File: src/rtl/spi_byte_rx.sv
// SPI-style serial receiver: synchronizes sck/cs_n/sdi into clk, assembles
// WIDTH-bit words and strobes each completed word out on en_out.
module spi_byte_rx #(
    parameter int WIDTH       = 8,
    parameter int MSB_FIRST   = 1,
    parameter int SYNC_STAGES = 2
) (
    input  logic             clk,
    input  logic             rst,
    input  logic             sck,
    input  logic             cs_n,
    input  logic             sdi,
    output logic [WIDTH-1:0] d_out,
    output logic             en_out,
    output logic             frame_err,
    output logic             busy
);

    localparam int CW = (WIDTH > 2) ? $clog2(WIDTH) : 1;
    localparam logic [CW-1:0] LAST = CW'(WIDTH - 1);

    localparam logic [0:0] IDLE  = 1'b0;
    localparam logic [0:0] SHIFT = 1'b1;

    logic [SYNC_STAGES-1:0] sck_sync;
    logic [SYNC_STAGES-1:0] cs_sync;
    logic [SYNC_STAGES-1:0] sdi_sync;
    logic                   sck_s;
    logic                   cs_s;
    logic                   sdi_s;
    logic                   sck_prev;
    logic                   rise;

    logic [0:0]       state;
    logic [CW-1:0]    bit_cnt;
    logic [WIDTH-1:0] shreg;
    logic [WIDTH-1:0] shift_next;

    // cs_n chain resets high so a reset never looks like a frame start.
    always_ff @(posedge clk or negedge rst) begin
        if (!rst) begin
            sck_sync <= '0;
            cs_sync  <= '1;
            sdi_sync <= '0;
            sck_prev <= 1'b0;
        end else begin
            sck_sync <= {sck_sync[SYNC_STAGES-2:0], sck};
            cs_sync  <= {cs_sync[SYNC_STAGES-2:0], cs_n};
            sdi_sync <= {sdi_sync[SYNC_STAGES-2:0], sdi};
            sck_prev <= sck_s;
        end
    end

    assign sck_s = sck_sync[SYNC_STAGES-1];
    assign cs_s  = cs_sync[SYNC_STAGES-1];
    assign sdi_s = sdi_sync[SYNC_STAGES-1];
    assign rise  = sck_s & ~sck_prev;

    always_comb begin
        shift_next = shreg;
        if (MSB_FIRST != 0) begin
            shift_next = {shreg[WIDTH-2:0], sdi_s};
        end else begin
            shift_next = {sdi_s, shreg[WIDTH-1:1]};
        end
    end

    // en_out is a bare strobe (no ready): the downstream enable register
    // captures d_out in exactly the cycle en_out is high.
    always_ff @(posedge clk or negedge rst) begin
        if (!rst) begin
            state     <= IDLE;
            bit_cnt   <= '0;
            shreg     <= '0;
            d_out     <= '0;
            en_out    <= 1'b0;
            frame_err <= 1'b0;
        end else begin
            en_out    <= 1'b0;
            frame_err <= 1'b0;
            case (state)
                IDLE: begin
                    if (!cs_s) begin
                        state   <= SHIFT;
                        bit_cnt <= '0;
                        shreg   <= '0;
                    end
                end
                SHIFT: begin
                    // Frame close wins over a coincident sck rise.
                    if (cs_s) begin
                        state <= IDLE;
                        if (bit_cnt != '0) begin
                            frame_err <= 1'b1;
                        end
                    end else if (rise) begin
                        shreg <= shift_next;
                        if (bit_cnt == LAST) begin
                            d_out   <= shift_next;
                            en_out  <= 1'b1;
                            bit_cnt <= '0;
                        end else begin
                            bit_cnt <= bit_cnt + CW'(1);
                        end
                    end
                end
                default: state <= IDLE;
            endcase
        end
    end

    assign busy = (state == SHIFT);

endmodule

File: config.mk
export PLATFORM = sky130hd
export DESIGN_NAME = spi_byte_rx
export DESIGN_NICKNAME = d
export VERILOG_FILES = /design/src/rtl/spi_byte_rx.sv
export SDC_FILE = /design/constraint.sdc
export NUM_CORES = 1
export LEC_CHECK = 0
export CORE_MARGIN = 5
export CORE_UTILIZATION = 30
export DETAILED_ROUTE_END_ITERATION = 16
export PLACE_DENSITY = 0.59
export SLEW_MARGIN = 40
export SYNTH_ARGS = -nofsm -noshare
export SYNTH_HDL_FRONTEND = slang
export SYNTH_SLANG_ARGS = --single-unit
File: constraint.sdc
create_clock -name clk -period 1.8 [get_ports clk]
set_clock_uncertainty 0.15 [all_clocks]
set_input_delay 0.18 -clock clk [delete_from_list [all_inputs] [get_ports clk]]
set_output_delay 0.18 -clock clk [all_outputs]
set_load 0.01 [all_outputs]
=== After elaboration in Yosys (flattened, before gate mapping) ===
Cells that the tools add are included.
Widths: inputs -> output; s select.

* Bitwise gates (word level): 4
* Muxes and demuxes: 17
* Add/sub/neg operators: 1
* Reduce and logical (&&, ||, !) cells: 3
* Equality and inequality tests: 4

{| class="wikitable"
|+ Operators with widths
! cell !! count
|-
| $mux 7 || 3
|-
| $pmux 7 s2 || 1
|-
| $mux 3 || 4
|-
| $mux 1 || 8
|-
| $ne 2x2->1 const B || 3
|-
| $pmux 3 s2 || 1
|-
| $reduce_and 4->1 || 1
|-
| $add 3x1->3 const B || 1
|-
| $eq 3x3->1 const B || 1
|-
| $not 1->1 || 3
|-
| $reduce_and 3->1 || 1
|-
| $reduce_bool 3->1 || 1
|-
| $and 1x1->1 || 1
|}

* Logic and storage cells: 39
* Output and inout port bits: 11
* Register bits: 28

=== Longest topological paths before layout ===
Gate-level depths: netlist of run 1.

* Depth in word-level cells: 5
* Gate-level depth with buffers: 4
* Mapped depth without buffers: 4

=== Worst setup path before layout of run 1 ===
No wires, ideal clock.

* Path type: register -> register
* Start: register bit_cnt[0]
* End: register d_out[0]
* Stages on the path, launching flop included: 5
* Library setup time: 0.125 ns
* Period minus slack after synthesis: 1.505 ns
* Arrival time: 1.231 ns
* Path slack: 0.295 ns
* Path through: dfrtp_1 ha_1 ha_1 nand2_4 mux2_2

* Word-level cells in the longest chain between the ends: 2

{| class="wikitable"
|+ RTL lines
! item !! RTL line !! RTL
|-
| start: declaration || 35 || <nowiki>logic [CW-1:0] bit_cnt;</nowiki>
|-
| start signal: assignment || 103 || <nowiki>bit_cnt <= bit_cnt + CW'(1);</nowiki>
|-
| $eq 3x3->1 || 98 || <nowiki>if (bit_cnt == LAST) begin</nowiki>
|-
| $reduce_and 4->1 (no source line) || -- ||
|-
| end signal: assignment || 99 || <nowiki>d_out <= shift_next;</nowiki>
|-
| end: declaration || 13 || <nowiki>output logic [WIDTH-1:0] d_out,</nowiki>
|}

No other way between the ends.
A chain may end at the register's enable or synchronous reset.

=== Final worst setup path of run 1 ===
* Start: register state, in the netlist busy
* End: output port busy

{| class="wikitable"
|+ RTL lines
! item !! RTL line !! RTL
|-
| start: declaration || 34 || <nowiki>logic [0:0] state;</nowiki>
|-
| start signal: assignment || 72 || <nowiki>state <= IDLE;</nowiki>
|-
| start signal: assignment || 84 || <nowiki>state <= SHIFT;</nowiki>
|-
| start signal: assignment || 92 || <nowiki>state <= IDLE;</nowiki>
|-
| end: declaration || 16 || <nowiki>output logic busy</nowiki>
|}

No word-level cell between the ends.

==> results of run 1 <==
==> report_power, final <==
part	switching [uW]	total [uW]	leakage (uW)	internal, uW
logic	26.8	52.6	0.000227	25.8
registers	10.2	657	0.000369	646
clock network	183	408	0.0000279	225
total	220	1120	0.000624	897
==> sequential cells by signal, indices dropped and copies added, names as in the netlist <==
register / count
frame_err: 1
busy: 1
en_out: 1
sdi_sync: 2
cs_sync: 2
bit_cnt: 3
sck_prev: 1
shreg: 7
sck_sync: 2
d_out: 8
==> what timing repair did <==
item                                   CTS  global route
resized for setup                        0             0
hold buffers                             1             0
endpoints found under the hold margin    6             0
==> through the flow <==
step	std cells	power [uW]	setup WS (ps)	hold WS (ps)
global placement	124	718.2	244.2	182.8
floorplan	63	687.0	294.8	-265.6
global route	129	1160	115.2	90.54
detailed placement	124	721.4	221.3	187.1
CTS	129	1133	154.1	95.39
finish	129	1117	180.0	103.9
==> path summary, 6_finish.rpt <==
| check | start | end | slack (ps) |
|---|---|---|---|
| max in group asynchronous | rst | d_out[1] | 460 |
| setup / recovery | busy | busy | 180 |
| hold / removal | cs_n | cs_sync[0] | 100 |
| min in group asynchronous | rst | busy | 540 |
| setup reg to reg | bit_cnt[0] | d_out[1] | 200 |
| hold reg to reg | sdi_sync[0] | sdi_sync[1] | 220 |
==> layout by cell type, fill, tap and decap left out, drive strengths merged <==
cell type / n
dlygate4sd3: 1
clkbuf: 3
a21oi: 1
a22o: 10
ha: 3
mux2: 8
a21o: 1
bufinv: 1
nand2: 2
inv: 5
nand2b: 1
and4bb: 1
dfrtp: 26
nor2: 1
clkdlybuf4s50: 15
buf: 2
dfstp: 2
==> kinds of logic (layout without fill, tap and decap cells) <==
family | Yosys count | in the layout | synth area share [%]
flops | 28 | 28 | 70.25
compound gates | 12 | 12 | 9.999
mux | 8 | 8 | 9.000
buf+inv | 7 | 27 | 2.875
simple gates | 5 | 5 | 4.125
fa+ha+maj | 3 | 3 | 3.750
==> routing by layer <==
| metal | part of all wire (%) | track usage [%] |
|---|---|---|
| met3 | 5.3 | 2.163 |
| met5 | 0 | 0 |
| met4 | 0.58 | 3.797 |
| met2 | 42 | 11.42 |
| met1 | 52 | 11.09 |
==> layout make-up <==
class | instances | area share (%)
clock buffer | 3 | 1.765
clock inverter | 1 | 2.353
timing repair buffer | 18 | 13.73
tap | 46 | 4.510
inverter | 5 | 1.471
multi-input combinational | 28 | 21.08
sequential | 28 | 55.10
==> flow_summary.json, run 1 <==
{
  "status": "finished clean",
  "min_period_ps": 1620,
  "grt_start_max_net_pins": 17,
  "wl_per_cell_um": 12.12,
  "place_congestion": 0.6419,
  "critPathMaxFanout": 4,
  "hp-class": "input port to register",
  "final.period_utilization_pct": 90.00,
  "ioPinCount": 16,
  "multiInputGateArea_sq_um": 269.0,
  "cp_num_buf_inv": 1,
  "clk_pin_slew_ps": 140,
  "cp_top_family": "buffers and inverters",
  "antenna_found_initial": 0,
  "drt-vias-per-instance": 4.163,
  "worstPathArrival_ps": 1290,
  "yosys_warnings": 0,
  "clk_path_buf_depth": 2,
  "nets": 92,
  "max_cap_violations": 0,
  "drtAntennaViolNets": 0,
  "synthArstFlopShare_pct": 100.0,
  "root_buffer": "clkbuf_4",
  "vias": 537,
  "synth_cells": 63,
  "end_kind": "output port",
  "r2r_cells": 4,
  "grt_pass1_vias": 564,
  "drc_errors": 0,
  "die-area_sq_mm": 0.004591,
  "clock_sinks": 28,
  "yosysMostFrequentCell": "dfrtp_1",
  "rsz0062_at_grt": "false",
  "ys_ff_latch": 28,
  "die_w_um": 67.76,
  "drive_gt1_share_pct": 21.69,
  "coreArea_sq_mm": 0.003284,
  "synthTopCellsByCount": "dfrtp_1, a22o_1, mux2_2",
  "finish.utilization_pct": 38.86,
  "start_util_pct": 30.48,
  "slowest_delay_ps": 550,
  "grt_overflow": 0,
  "hpwl_um": 1160,
  "worst_pin_slew_ps": 424.5,
  "cts_tree": "done",
  "yosys-top-cells-area": "dfrtp_1, mux2_2, a22o_1, dfstp_2, ha_1",
  "seqCellArea_sq_um": 703.2,
  "synth_flop_cell": "dfrtp_1",
  "timing.fmax_mhz": 617.3,
  "synth_top_area_share_pct": 65.00,
  "yosysSeqAreaShare_pct": 70.25,
  "clk-insertion-delay-late_ps": 330,
  "setup_viol": 0,
  "vdd_drop_max_v": 0.0003627,
  "cp.depth": 1,
  "h-tree-depth": 1,
  "yosys.area.top_type": "dfrtp_1",
  "hold_viol_final": 0,
  "netlist_area_sq_mm": 0.001001,
  "post_cts_buffers": 0,
  "avgSynthCellArea_sq_um": 15.89,
  "n_fill_cell": 306,
  "p_per_area_mw_per_mm2": 875.5,
  "cts_buffers": 3,
  "syn-num-nets": 71,
  "io_buffers": 15,
  "start_kind": "register",
  "fin_area_sq_mm": 0.001276,
  "area_growth_syn_to_layout_pct": 27.50,
  "firstDrtPassIters": 3,
  "num_rows": 21,
  "drtIter0Drc": 13,
  "crit_slowest_cell": "clkdlybuf4s50_1",
  "path_class": "register to output port",
  "hold_depth": 1,
  "num_antenna_cells": 0,
  "relSlewSlack_pct": 71.61,
  "drt_wl_total_um": 1564,
  "finalSetupTns_ps": 0,
  "path_cells": "clkdlybuf4s50_1",
  "placed_area_sq_mm": 0.001214,
  "track_usage_pct": 7.986,
  "fp.dieH_um": 67.76,
  "worstPathRequired_ps": 1470,
  "leakage_uw": 0.0006235,
  "ys_types": 14,
  "synth_edf_count": 0,
  "grt_pass1_wl_um": 2649,
  "drv_slew": 0
}
Note: power is estimated with default switching activity, not from simulation.
==> inputs of run 2 (changes only) <==
--- a/config.mk
+++ b/config.mk
@@ -5,10 +5,11 @@
 export SDC_FILE = /design/constraint.sdc
 export NUM_CORES = 1
 export LEC_CHECK = 0
+export CORE_ASPECT_RATIO = 1.5
 export CORE_MARGIN = 5
 export CORE_UTILIZATION = 30
 export DETAILED_ROUTE_END_ITERATION = 16
-export PLACE_DENSITY = 0.59
+export PLACE_DENSITY = 0.61
 export SLEW_MARGIN = 40
 export SYNTH_ARGS = -nofsm -noshare
 export SYNTH_HDL_FRONTEND = slang
==> constraint.sdc (replaced) <==
create_clock -name clk -period 1.4 [get_ports clk]
set_clock_uncertainty 0.15 [all_clocks]
set_input_delay 0.14 -clock clk [delete_from_list [all_inputs] [get_ports clk]]
set_output_delay 0.14 -clock clk [all_outputs]
set_load 0.01 [all_outputs]
==> run 2 against run 1 <==
  * The run now ends with setup timing left
  * Sequential share of layout area shrank 3.8 points
  * First-iteration DRC count is 54% lower
  * Global-route usage rose by 0.83 points
  * Clock-buffer cell count rose by 1
  * Flip-flop and latch count stayed put
  * Die area increased by 0.53%
  * Non-clock buffer count is 5 higher
  * Routed wire length increased by 15%
  * Power is 26% higher
  * Worst hold slack worse by 100 ps
  * Via count rose by 9.1%
  * Critical path type is now register to register
  * Largest power group unchanged
  * Highest routed layer unchanged
==> flow_summary.json, run 2 (same netlist as run 1, synthesis figures left out) <==
{
  "clock_sinks": 28,
  "place_congestion": 0.7094,
  "drtAntennaViolNets": 0,
  "drt_wl_total_um": 1792,
  "start_util_pct": 31.37,
  "grt_pass1_vias": 618,
  "cts_buffers": 3,
  "pre_cts_ws_ps": -51.28,
  "power.total_uw": 1408,
  "cts_tree": "done",
  "violations": "setup timing",
  "leakage_uw": 0.0007277,
  "vdd_drop_max_v": 0.0004960,
  "num_rows": 25,
  "worstReg2RegStart": "bit_cnt[1]",
  "die_w_um": 57.17,
  "min_period_ps": 1459,
  "regMostFlops": "d_out",
  "cp_num_buf_inv": 0,
  "reg_top3": "d_out (8), shreg (7), bit_cnt (3)",
  "cp.depth": 4,
  "critPathMaxFanout": 5,
  "relSlewSlack_pct": 73.73,
  "end_kind": "register",
  "path_cells": "ha_2 > ha_4 > nand2_8 > mux2_4",
  "clk_path_buf_depth": 2,
  "finish.utilization_pct": 42.98,
  "coreArea_sq_mm": 0.003191,
  "r2r_cells": 4,
  "grt_pass1_wl_um": 3008,
  "num_antenna_cells": 0,
  "drtIter0Drc": 6,
  "drive_gt1_share_pct": 31.46,
  "clk_pin_slew_ps": 90,
  "finalWorstSetupSlack_ps": -58.66,
  "timing.fmax_mhz": 685.6,
  "grt_start_max_net_pins": 22,
  "area_growth_syn_to_layout_pct": 37.00,
  "largest_register_ffs": 8,
  "hp-class": "input port to asynchronous set/reset pin",
  "vias": 586,
  "max_cap_violations": 0,
  "worstPathRequired_ps": 1410,
  "start_kind": "register",
  "p_per_area_mw_per_mm2": 1027,
  "setup_viol": 14,
  "fp.dieH_um": 80.75,
  "io_buffers": 15,
  "drt-vias-per-instance": 4.543,
  "root_buffer": "clkbuf_8",
  "finalSetupTns_ps": -432.2,
  "ioPinCount": 16,
  "layout_commonest_cell": "dfrtp_1",
  "worst_pin_slew_ps": 392.8,
  "antenna_found_initial": 0,
  "path_class": "register to register",
  "die-area_sq_mm": 0.004616,
  "r2r_slack_ps": -60,
  "grt_overflow": 0,
  "track_usage_pct": 8.813,
  "mostFrequentLayoutCells": "dfrtp_1, dlygate4sd2_1, a22o_1, mux2_4, buf_4",
  "rsz0062_at_grt": "true",
  "worstPathArrival_ps": 1470,
  "h-tree-depth": 1,
  "final.period_utilization_pct": 104.2,
  "cp_top_family": "flip-flops",
  "drv_slew": 0,
  "firstDrtPassIters": 4,
  "drc_errors": 0,
  "crit_slowest_cell": "dfrtp_1",
  "n_fill_cell": 309,
  "hold_viol_final": 0,
  "status": "finished with violations",
  "slowest_delay_ps": 400,
  "clk-insertion-delay-late_ps": 270,
  "wl_per_cell_um": 13.89,
  "rr_endpoint": "d_out[4]",
  "nets": 98
}
run 2: changes by cell type in the layout (fill, tap and decap cells not counted), moves of 2 or more:
cell,change
clkdlybuf4s50_1,-11
dlygate4sd2_1,+11
mux2_2,-8
mux2_4,+8
buf_4,+5
clkbuf_8,+4
clkbuf_4,-3
ha_1,-2
run 2: repair_timing:
item                                    CTS  global route
endpoints found under the setup margin   19            18
cloned                                    0             1
gates resized for setup                  11             1
hold buffers                              0             0
pin swaps                                 1             1
endpoints found under the hold margin     0             0
buffers inserted                          1             2
run 2: worst max path at each step:
stage,startpoint,end,slack [ps]
6_report,bit_cnt[1],d_out[4],-60
5_1_grt,sck_prev,d_out[1],-90
4_1_cts,bit_cnt[1],d_out[4],-60
3_5_place_dp,bit_cnt[1],d_out[3],-50
3_3_place_gp,bit_cnt[1],d_out[4],-10
2_1_floorplan,bit_cnt[0],d_out[0],-20
run 2: worst reg2reg max path, delay by kind of cell (launching register included):
family / cells / cell delay [ps]
adders and majority gates: 2 / 390
DFF: 1 / 400
muxes: 1 / 300
and+or+nand+nor: 1 / 100
run 2: final cells by class:
type | instances | area [sq um] | share of cell area [%]
well taps | 40 | 50.05 | 3.650
inverters | 5 | 18.77 | 1.369
flip-flops and latches | 28 | 703.2 | 51.28
repair buffers | 23 | 209.0 | 15.24
clock buffers | 4 | 55.05 | 4.015
multi-input cells | 29 | 335.3 | 24.45
run 2: per-layer routing:
layer	up-vias	share of wire [%]	GRT usage (%)
li1	275	-	-
met1	295	41	11.12
met2	12	52	13.27
met3	4	2.8	0.9539
met4	0	3.5	7.657
met5	-	0	0
run 2: where the power goes:
part / switching (uW) / internal [uW] / total, uW
Clock: 233 / 251 / 484
Sequential: 11.6 / 830 / 842
Combinational: 40.1 / 42.3 / 82.4
Total: 285 / 1120 / 1410
run 2: per-stage QoR:
stage,cell area [sq um],hold slack [ps],cells
6_report,1371,3.503,129
5_1_grt,1371,26.91,129
4_1_cts,1351,9.539,127
3_5_place_dp,1303,196.5,122
3_3_place_gp,1303,184.2,122
2_1_floorplan,1055,-305.6,63
